<file path="config.mk">
export PLATFORM = sky130hd
export DESIGN_NAME = serial_pair_feeder
export DESIGN_NICKNAME = d
export VERILOG_FILES = /design/src/rtl/serial_pair_feeder_pkg.sv /design/src/rtl/serial_pair_feeder_piso_shift2.sv /design/src/rtl/serial_pair_feeder.sv
export SDC_FILE = /design/constraint.sdc
export NUM_CORES = 1
export LEC_CHECK = 0
export ABC_AREA = 0
export BUFFER_PORTS_ARGS = -buffer_cell sky130_fd_sc_hd__buf_2
export CAP_MARGIN = 10
export CORE_MARGIN = 5
export CORE_UTILIZATION = 60
export CTS_BUF_LIST = sky130_fd_sc_hd__clkbuf_4
export DETAILED_ROUTE_END_ITERATION = 6
export PLACE_DENSITY_LB_ADDON = 0.25
export SLEW_MARGIN = 20
export SYNTH_ARGS = -nofsm -noshare
export SYNTH_HDL_FRONTEND = slang
export SYNTH_SLANG_ARGS = --single-unit
</file>
<file path="constraint.sdc">
create_clock -name clk -period 2.29 [get_ports clk]
set_input_delay 0.3435 -clock clk [delete_from_list [all_inputs] [get_ports clk]]
set_output_delay 0.3435 -clock clk [all_outputs]
set_load 0.05 [all_outputs]
</file>
<file path="src/rtl/serial_pair_feeder_pkg.sv">
// ============================================================================
// Module   : serial_pair_feeder_pkg
// Brief    : Shared state encoding and sizing helpers for the serial feeder.
// Revision : 1.0
// ============================================================================
`default_nettype none

package serial_pair_feeder_pkg;

    typedef enum logic [1:0] {
        ST_IDLE  = 2'd0,
        ST_SHIFT = 2'd1,
        ST_GAPW  = 2'd2
    } state_t;

    localparam int c_gap_w = 4;

    function automatic int idx_width(input int width);
        return (width > 1) ? $clog2(width) : 1;
    endfunction

endpackage

`default_nettype wire

</file>
<file path="src/rtl/serial_pair_feeder_piso_shift2.sv">
// ============================================================================
// Module   : piso_shift2
// Brief    : Dual parallel-load shifter emitting MSB-first with first/last marks.
// Revision : 1.0
// ============================================================================
`default_nettype none

module piso_shift2 #(
    parameter int WIDTH = 32,
    parameter int IDX_W = 5
) (
    input  logic             clk,
    input  logic             rst,
    input  logic             load,
    input  logic             step,
    input  logic [WIDTH-1:0] load_a,
    input  logic [WIDTH-1:0] load_b,
    output logic             a,
    output logic             b,
    output logic             bit_valid,
    output logic             first,
    output logic             last
);

    // The MSB goes straight to the output on load, so idx tracks the next bit.
    localparam logic [IDX_W-1:0] c_idx_next = IDX_W'(WIDTH - 2);

    logic [WIDTH-1:0] r_sh_a;
    logic [WIDTH-1:0] r_sh_b;
    logic [IDX_W-1:0] r_idx;
    logic             r_a;
    logic             r_b;
    logic             r_valid;
    logic             r_first;
    logic             r_last;

    always_ff @(posedge clk) begin
        if (rst) begin
            r_sh_a  <= '0;
            r_sh_b  <= '0;
            r_idx   <= '0;
            r_a     <= 1'b0;
            r_b     <= 1'b0;
            r_valid <= 1'b0;
            r_first <= 1'b0;
            r_last  <= 1'b0;
        end else if (load) begin
            r_sh_a  <= load_a;
            r_sh_b  <= load_b;
            r_idx   <= c_idx_next;
            r_a     <= load_a[WIDTH-1];
            r_b     <= load_b[WIDTH-1];
            r_valid <= 1'b1;
            r_first <= 1'b1;
            r_last  <= 1'b0;
        end else if (step) begin
            r_idx   <= r_idx - 1'b1;
            r_a     <= r_sh_a[r_idx];
            r_b     <= r_sh_b[r_idx];
            r_valid <= 1'b1;
            r_first <= 1'b0;
            r_last  <= (r_idx == '0);
        end else begin
            r_a     <= 1'b0;
            r_b     <= 1'b0;
            r_valid <= 1'b0;
            r_first <= 1'b0;
            r_last  <= 1'b0;
        end
    end

    assign a         = r_a;
    assign b         = r_b;
    assign bit_valid = r_valid;
    assign first     = r_first;
    assign last      = r_last;

endmodule

`default_nettype wire

</file>
<file path="src/rtl/serial_pair_feeder.sv">
// ============================================================================
// Module   : serial_pair_feeder
// Brief    : Valid/ready word-pair intake with one-word hold, serialised MSB-first.
// Revision : 1.0
// ============================================================================
`default_nettype none

module serial_pair_feeder
    import serial_pair_feeder_pkg::*;
#(
    parameter int WIDTH = 32,
    parameter int GAP   = 0
) (
    input  logic             clk,
    input  logic             rst,
    input  logic [WIDTH-1:0] in_a,
    input  logic [WIDTH-1:0] in_b,
    input  logic             in_valid,
    output logic             in_ready,
    output logic             a,
    output logic             b,
    output logic             bit_valid,
    output logic             first,
    output logic             last,
    output logic             busy
);

    localparam int                 c_idx_w    = idx_width(WIDTH);
    localparam logic [c_gap_w-1:0] c_gap_load = (GAP > 0) ? c_gap_w'(GAP - 1) : '0;

    state_t             r_state;
    state_t             w_next_state;
    logic [WIDTH-1:0]   r_hold_a;
    logic [WIDTH-1:0]   r_hold_b;
    logic               r_hold_full;
    logic [c_gap_w-1:0] r_gap;
    logic [c_gap_w-1:0] w_gap_next;
    logic               r_busy;
    logic               w_accept;
    logic               w_avail;
    logic               w_load;
    logic               w_step;
    logic               w_hold_fill;
    logic               w_hold_full_next;
    logic               w_last;
    logic [WIDTH-1:0]   w_load_a;
    logic [WIDTH-1:0]   w_load_b;

    assign in_ready = !rst && !r_hold_full;
    assign w_accept = in_valid && in_ready;
    assign w_avail  = r_hold_full || w_accept;
    assign w_load_a = r_hold_full ? r_hold_a : in_a;
    assign w_load_b = r_hold_full ? r_hold_b : in_b;

    always_comb begin
        w_next_state = r_state;
        w_gap_next   = r_gap;
        w_load       = 1'b0;
        w_step       = 1'b0;
        case (r_state)
            ST_IDLE: begin
                if (w_avail) begin
                    w_load       = 1'b1;
                    w_next_state = ST_SHIFT;
                end
            end
            ST_SHIFT: begin
                if (!w_last) begin
                    w_step = 1'b1;
                end else if (GAP == 0) begin
                    // Chain straight into the next word so no bubble appears.
                    if (w_avail) begin
                        w_load = 1'b1;
                    end else begin
                        w_next_state = ST_IDLE;
                    end
                end else begin
                    w_next_state = ST_GAPW;
                    w_gap_next   = c_gap_load;
                end
            end
            ST_GAPW: begin
                if (r_gap == '0) begin
                    if (w_avail) begin
                        w_load       = 1'b1;
                        w_next_state = ST_SHIFT;
                    end else begin
                        w_next_state = ST_IDLE;
                    end
                end else begin
                    w_gap_next = r_gap - 1'b1;
                end
            end
            default: w_next_state = ST_IDLE;
        endcase
    end

    // A word bypasses the hold only when the shifter takes it on the accept edge.
    assign w_hold_fill      = w_accept && !w_load;
    assign w_hold_full_next = (r_hold_full && !w_load) || w_hold_fill;

    always_ff @(posedge clk) begin
        if (rst) begin
            r_state     <= ST_IDLE;
            r_gap       <= '0;
            r_hold_a    <= '0;
            r_hold_b    <= '0;
            r_hold_full <= 1'b0;
            r_busy      <= 1'b0;
        end else begin
            r_state     <= w_next_state;
            r_gap       <= w_gap_next;
            r_hold_full <= w_hold_full_next;
            r_busy      <= (w_next_state != ST_IDLE) || w_hold_full_next;
            if (w_hold_fill) begin
                r_hold_a <= in_a;
                r_hold_b <= in_b;
            end
        end
    end

    piso_shift2 #(
        .WIDTH (WIDTH),
        .IDX_W (c_idx_w)
    ) u_piso (
        .clk       (clk),
        .rst       (rst),
        .load      (w_load),
        .step      (w_step),
        .load_a    (w_load_a),
        .load_b    (w_load_b),
        .a         (a),
        .b         (b),
        .bit_valid (bit_valid),
        .first     (first),
        .last      (w_last)
    );

    assign last = w_last;
    assign busy = r_busy;

endmodule

`default_nettype wire

</file>
Word-level counts from Yosys, hierarchy flattened:

Index checks and enable logic that the tools add are counted.

* add/subtract/negate cells: 2
* reduce and logical (&&, ||, !) cells: 18
* $mul: 0
* order comparisons: 1
* shifts and indexed selects: 0
* equality and inequality tests: 2
* muxes and demuxes: 27
* divide/modulo/power cells: 0
* bitwise gates (word level): 2

Operator list (count)
* 32-bit two-way mux: 2
* 1-bit two-way mux: 15
* 1-bit binary-select mux with 5-bit select: 2
* 5-bit two-way mux: 2
* 2-bit two-way mux: 4
* 5-bit by 6-bit < comparator with 1-bit output, second input constant: 1
* 2-bit case mux with 3 select lines: 1
* 5-bit logical NOT: 1
* 5-bit by 1-bit subtractor with 5-bit output, second input constant: 1
* 1-bit logical AND: 4
* 4-bit logical NOT: 1
* 2-bit nonzero test: 2
* 4-bit by 1-bit subtractor with 4-bit output, second input constant: 1
* 1-bit logical NOT: 3
* 1-bit logical OR: 3
* 1-bit case mux with 3 select lines: 1
* 3-bit OR reduction: 1
* 2-bit by 1-bit equality test with 1-bit output, second input constant: 1
* 2-bit equality test, second input constant: 1
* 2-bit logical NOT: 1
* 1-bit NOT: 2
* 2-bit AND reduction: 1
* 2-bit OR reduction: 1

* bits in read-only memories: 0
* input bits: 67
* latch bits: 0
* logic and storage cells: 67
* bits in writable memories: 0
* output and inout bits: 7
* memories kept: 0
* register bits after elaboration: 146

Logic depth before layout (Yosys ltp):

* word-level depth: 11
* gate-level depth with buffers: 9
* depth with buffers taken out: 7

Cells and area by module:

Synthesis repeated with hierarchy kept, for this count alone.

* cells, all modules: 738
* area total of the unflattened synthesis: 6895.4 um^2

By module, submodules not included
* serial_pair_feeder: instances 1, area an instance 3689.8 um^2, sequential area each 1441.4 um^2, cells each 428
* piso_shift2: instances 1, area an instance 3205.6 um^2, sequential area each 1481.4 um^2, cells each 310

Least setup slack after synthesis:

OpenSTA, ideal clock, no wires.

* path kind: input-to-reg
* from: input rst
* to: register r_hold_a[0]
* data arrival time: 2014 ps
* path slack: 144 ps
* stages on the path: 6
* path buffers: 2
* path through: buf_2 nor2_1 o2111ai_2 buf_2 nand2_1 a21oi_1

* word-level cells in the longest chain between the ends: 9
* elaborated cells on any way between the ends: 10
* those cells by class: mux: 4; reduce/logical: 6

Ends and longest elaborated chain
* start: declaration: RTL line serial_pair_feeder.sv:15 `input logic rst,`
* 1-bit logical NOT *: RTL line serial_pair_feeder.sv:49 `assign in_ready = !rst && !r_hold_full;`
* 1-bit logical AND *: RTL line serial_pair_feeder.sv:49
* via in_ready: RTL line serial_pair_feeder.sv:19 `output logic in_ready,`
* 1-bit logical AND *: RTL line serial_pair_feeder.sv:50 `assign w_accept = in_valid && in_ready;`
* 1-bit logical OR: RTL line serial_pair_feeder.sv:51 `assign w_avail = r_hold_full || w_accept;`
* 1-bit two-way mux: RTL line serial_pair_feeder.sv:62, serial_pair_feeder.sv:72, serial_pair_feeder.sv:84
* 1-bit two-way mux (on tied branches): RTL line serial_pair_feeder.sv:83, serial_pair_feeder.sv:68
* 1-bit case mux with 3 select lines: RTL line serial_pair_feeder.sv:60 `case (r_state)`
* 1-bit logical NOT: RTL line serial_pair_feeder.sv:99 `assign w_hold_fill = w_accept && !w_load;`
* 1-bit logical AND *: RTL line serial_pair_feeder.sv:99
* end signal: assignment: RTL line serial_pair_feeder.sv:116 `r_hold_a <= in_a;`
* end: declaration: RTL line serial_pair_feeder.sv:33 `logic [WIDTH-1:0] r_hold_a;`

Mark *: on every way through the listed nets, which the timed path passes. The rest lies on a longest branch.
A chain may end at the register's enable or synchronous reset.

Final worst setup path:

* from: register r_state[0]
* to: register u_piso.r_sh_b[5]

* word-level cells in the longest chain between the ends: 2
* elaborated cells on any way between the ends: 4
* those cells by class: eq/ne: 2; mux: 1; reduce/logical: 1

Ends and longest elaborated chain
* start: declaration: RTL line serial_pair_feeder.sv:31 `state_t r_state;`
* start signal: assignment: RTL line serial_pair_feeder.sv:111 `r_state <= w_next_state;`
* 2-bit equality test, or another cell as far along: RTL line serial_pair_feeder.sv:60
* 1-bit case mux with 3 select lines *: RTL line serial_pair_feeder.sv:60
* end signal: assignment: RTL line serial_pair_feeder_piso_shift2.sv:49 `r_sh_b <= load_b;`
* end: declaration: RTL line serial_pair_feeder_piso_shift2.sv:29 `logic [WIDTH-1:0] r_sh_b;`

Every way passes the cells marked *; elsewhere a longest branch is shown, timed or not.

==> summary.md <==
| Metric | Value |
|---|---|
| Internal | roughly 3800 uW |
| Nets@finish | about 860 |
| Worst reg2reg path startpoint | r_state[0]$_SDFF_PP0_ |
| Full die area | between 10000 and 15000 um2 |
| Most frequent cell after synthesis | nand2_1 |
| CTS Buffer Depth | 2 |
| Cell Rows | 37 |
| CP Launch Point | r_state[0]$_SDFF_PP0_ |
| Port-buffer cells | 73 |
| Residual DRC count | 0 |
| CTS sink cnt | ~150 |
| CP bufs+invs | 2 |
| Largest net degree at the start of global routing | 52 |
| Largest delay share family, worst path | simple AND/OR/NAND/NOR gates |
| Synth Area per Inst | ~8.9 um2 |
| Fill cells | 830 |
| Top cell type's share of synthesized area | a little under half |
| Reg-to-Reg End | u_piso.r_sh_b[5]$_SDFFE_PP0P_ |
| CP cell instances | inv_1 > ha_2 > nand2b_1 > a21boi_2 > nor2_1 > or4_4 > buf_4 > o21ai_1 |
| Comb pwr share | ~13% |
| Post-DP HPWL | roughly 9400 um |
| Count of pins over their slew limit | 0 |
| Max frequency | between 400 and 500 MHz |
| CTS tree | yes |
| Post-synth top area cell | dfxtp_1 |
| Yosys cell types | a little under 50 |
| Post-synth top cells | 204 x nand2_1, 146 x dfxtp_1, 75 x mux2i_1, 69 x a21oi_1, 59 x o21ai_1 |
| WL per Instance | ~15 um |
| Number of standard cells after synthesis | slightly above 700 |
| Stages on the worst setup path | 8 |
| Reg2reg setup slack | between 0.15 and 0.2 ns |
| Initial antenna violation count | 0 |
| Data required time at the worst endpoint | about 2.8 ns |
| Synth-to-Final Area Change | 14.1% |
| Min-delay worst type | in -> reg |
| Worst slew margin | around 64% |
| Placed cells | ~900 |
| Maximum vdd ir drop | approximately 0.38 mV |
| Post-synth EDFFs | 0 |
| Synth top area cells | dfxtp_1 46%, nand2_1 12%, mux2i_1 12%, a21oi_1 5.4%, o21ai_1 4.6% |
| Leak | between 0.002 and 0.003 uW |
| Sequential area share after synthesis | a little under half |
| Clock root buffer | clkbuf_4 |
| Non-filler cells, final | ~940 |
| Mapped Nets | 790 |
| Total Routing Usage GR | 22.0% |
| Vias in the first global route | slightly above 5000 |
| Max cap viols | 0 |
| Synthesized flop and latch total | 146 |
| CP Capture Type | register |
| Share of flip-flops with an asynchronous set or reset | 0% |
| CP endpoint | u_piso.r_sh_b[5]$_SDFFE_PP0P_ |
| DR iter-0 viols | 280 |
| Routability cong. | about 0.9 |
| Reg2Reg Depth | 8 |
| Worst-Margin Slew | between 0.5 and 0.6 ns |
| Part of the cycle the worst path needs | about nine tenths |
| Slowest stage cell, crit path | or4_4 |
| Die Height | 113 um |
| GRT overflow | 0 |
| Final Setup Violations | 0 |
| Synth warnings | 0 |
| Setup TNS | 0 ns |
| Number of diodes | 0 |
| CP startpoint kind | register |
| Routed Antenna Nets | 0 |
| Status | complete, no violations |
| Cell Pwr Density | between 700 and 800 nW/um2 |
| Switching portion of total power | 27.1% |
| Via-to-Cell Ratio | 5.51 |
| # IOs | 74 |
| Initial Util | approximately three fifths |
| Share of cells above drive strength 1 | 19.0% |
| Clock latency on the worst-skew pair | 0.56 ns |
| Final Hold Violating Endpoints | 0 |
| Clock share of power | around a third |
| Die W | 113 um |
| Worst Path Arrival | about 2.6 ns |
| Unrepaired setup endpoints after global routing | false |
| Tmin final | ~2.1 ns |
| Crit Path Class | reg -> reg |
| Setup Skew | about 0.015 ns |
| Top FF cell, synth | dfxtp_1 |
| Core area | ~10000 um2 |
| Drt first pass iters | 5 |
| CP max stage delay | 0.51 ns |
| Final WL | roughly 14000 um |
| P_sw | between 1000 and 1500 uW |
| Reg clk slew, reported paths | 0.12 ns |
| Sequential fraction of design power | 54.0% |
| Crit Path Max Fanout | 24 |
| Global-route wire length before repair | ~23000 um |
| Post-Syn Area | between 6000 and 7000 um2 |
| Via count | just over 5000 |
| CTS H-tree lvls | 4 |
| CTS Buf Count | 17 |
-- cell type report --
type	count	area (um2)	area share, %
multi-input combinational	508	3120	43.0
sequential	146	2930	40.4
timing repair buffer	106	691	9.53
tap	136	170	2.35
clock inverter	13	163	2.24
clock buffer	19	143	1.97
inverter	9	33.8	0.466
-- power by group through the flow --
stage / Clock, uW / Sequential, uW / Combinational [uW]
6_report: 1690 / 2800 / 698
2_1_floorplan: 0 / 2830 / 504
3_5_place_dp: 0 / 2850 / 679
4_1_cts: 1720 / 2800 / 692
3_3_place_gp: 0 / 2850 / 655
5_1_grt: 1840 / 2820 / 773
-- cells by family (layout without fill, tap and decap cells) --
kind of cell,Yosys count,after routing,share of synthesized area (%)
compound gates,154,154,13.5
xor+xnor,6,6,0.827
fa+ha+maj,7,7,1.38
buf+inv,62,147,5.22
flops,146,146,46.0
mux,89,89,16.4
simple gates,252,252,16.6
-- how the worst min path moves through the flow --
stage	startpoint	to	slack (ns)	cells past startpoint
after global routing	in_a[21]	r_hold_a[21]$_SDFFE_PP0P_	0.0002	3
after global placement	u_piso.r_sh_a[17]$_SDFFE_PP0P_	u_piso.r_sh_a[17]$_SDFFE_PP0P_	0.43	2
after detailed placement	u_piso.r_sh_b[21]$_SDFFE_PP0P_	u_piso.r_sh_b[21]$_SDFFE_PP0P_	0.44	2
after CTS	in_b[29]	r_hold_b[29]$_SDFFE_PP0P_	0.0003	3
after floorplan	u_piso.r_sh_a[13]$_SDFFE_PP0P_	u_piso.r_sh_a[13]$_SDFFE_PP0P_	0.42	2
final	in_b[29]	r_hold_b[29]$_SDFFE_PP0P_	0.02	3
-- layout by cell type, fill, tap and decap left out, types with 2 or more instances in the layout --
cell type / synthesis / final
xnor2_1: 3 / 3
nand2_1: 204 / 204
clkinvlp_4: 0 / 5
ha_1: 7 / 6
nand2b_1: 8 / 8
nor4_1: 3 / 3
inv_1: 9 / 9
bufinv_16: 0 / 3
dlygate4sd3_1: 0 / 16
dfxtp_1: 146 / 144
mux4_2: 12 / 12
xor2_1: 3 / 3
nor3_1: 3 / 2
buf_4: 1 / 14
clkinv_4: 0 / 3
clkbuf_4: 0 / 19
o21ai_0: 6 / 6
o21ai_1: 59 / 59
mux2_2: 2 / 2
o21ai_2: 5 / 5
buf_12: 0 / 3
nor2b_1: 4 / 4
buf_2: 19 / 73
nand3_1: 6 / 6
a21oi_1: 69 / 69
mux2i_1: 75 / 75
nor2_1: 14 / 14
-- routing by layer --
layer  global-route usage, %  vias up  wire, um
met5                       0        -         0
met2                    38.8      109      7000
met4                    9.94        0       233
met3                    4.49       26       634
li1                        -     2594         -
met1                    25.7     2434      5840
-- worst min-delay path: cells and delay by family --
kind / cells / cell delay (ns)
AND/OR/NAND/NOR: 1 / 0.05
AO/OA/AOI/OAI: 1 / 0.05
buffers and inverters: 1 / 0.10
-- registers in the layout (all words and copies together) (netlist names) --
signal            cells
u_piso.r_sh_b        32
u_piso.bit_valid      1
busy                  1
r_hold_full           1
r_state               2
r_hold_a             32
u_piso.b              1
r_gap                 4
r_hold_b             32
u_piso.r_idx          5
u_piso.a              1
u_piso.r_sh_a        32
u_piso.last           1
u_piso.first          1
-- what timing repair did --
action,in CTS,in global routing
resized for setup,0,2
buffers inserted,0,0
setup endpoints to repair,0,100
hold buffers,9,7
endpoints found under the hold margin,9,7
-- stage by stage --
step | hold slack [ns] | power (uW) | utilization [%] | instance area (um2) | setup WS, ns
after floorplan | 0.424 | 3330 | - | 6350 | 0.144
after global placement | 0.433 | 3500 | 65.6 | 6780 | 0.225
after detailed placement | 0.442 | 3530 | 65.6 | 6780 | 0.118
after CTS | 0.000250 | 5210 | 69.5 | 7170 | 0.0538
after global routing | 0.000239 | 5430 | 70.2 | 7250 | 0.00790
final | 0.0219 | 5190 | 70.2 | 7250 | 0.189
No activity file was read; power rests on OpenSTA's default activity.
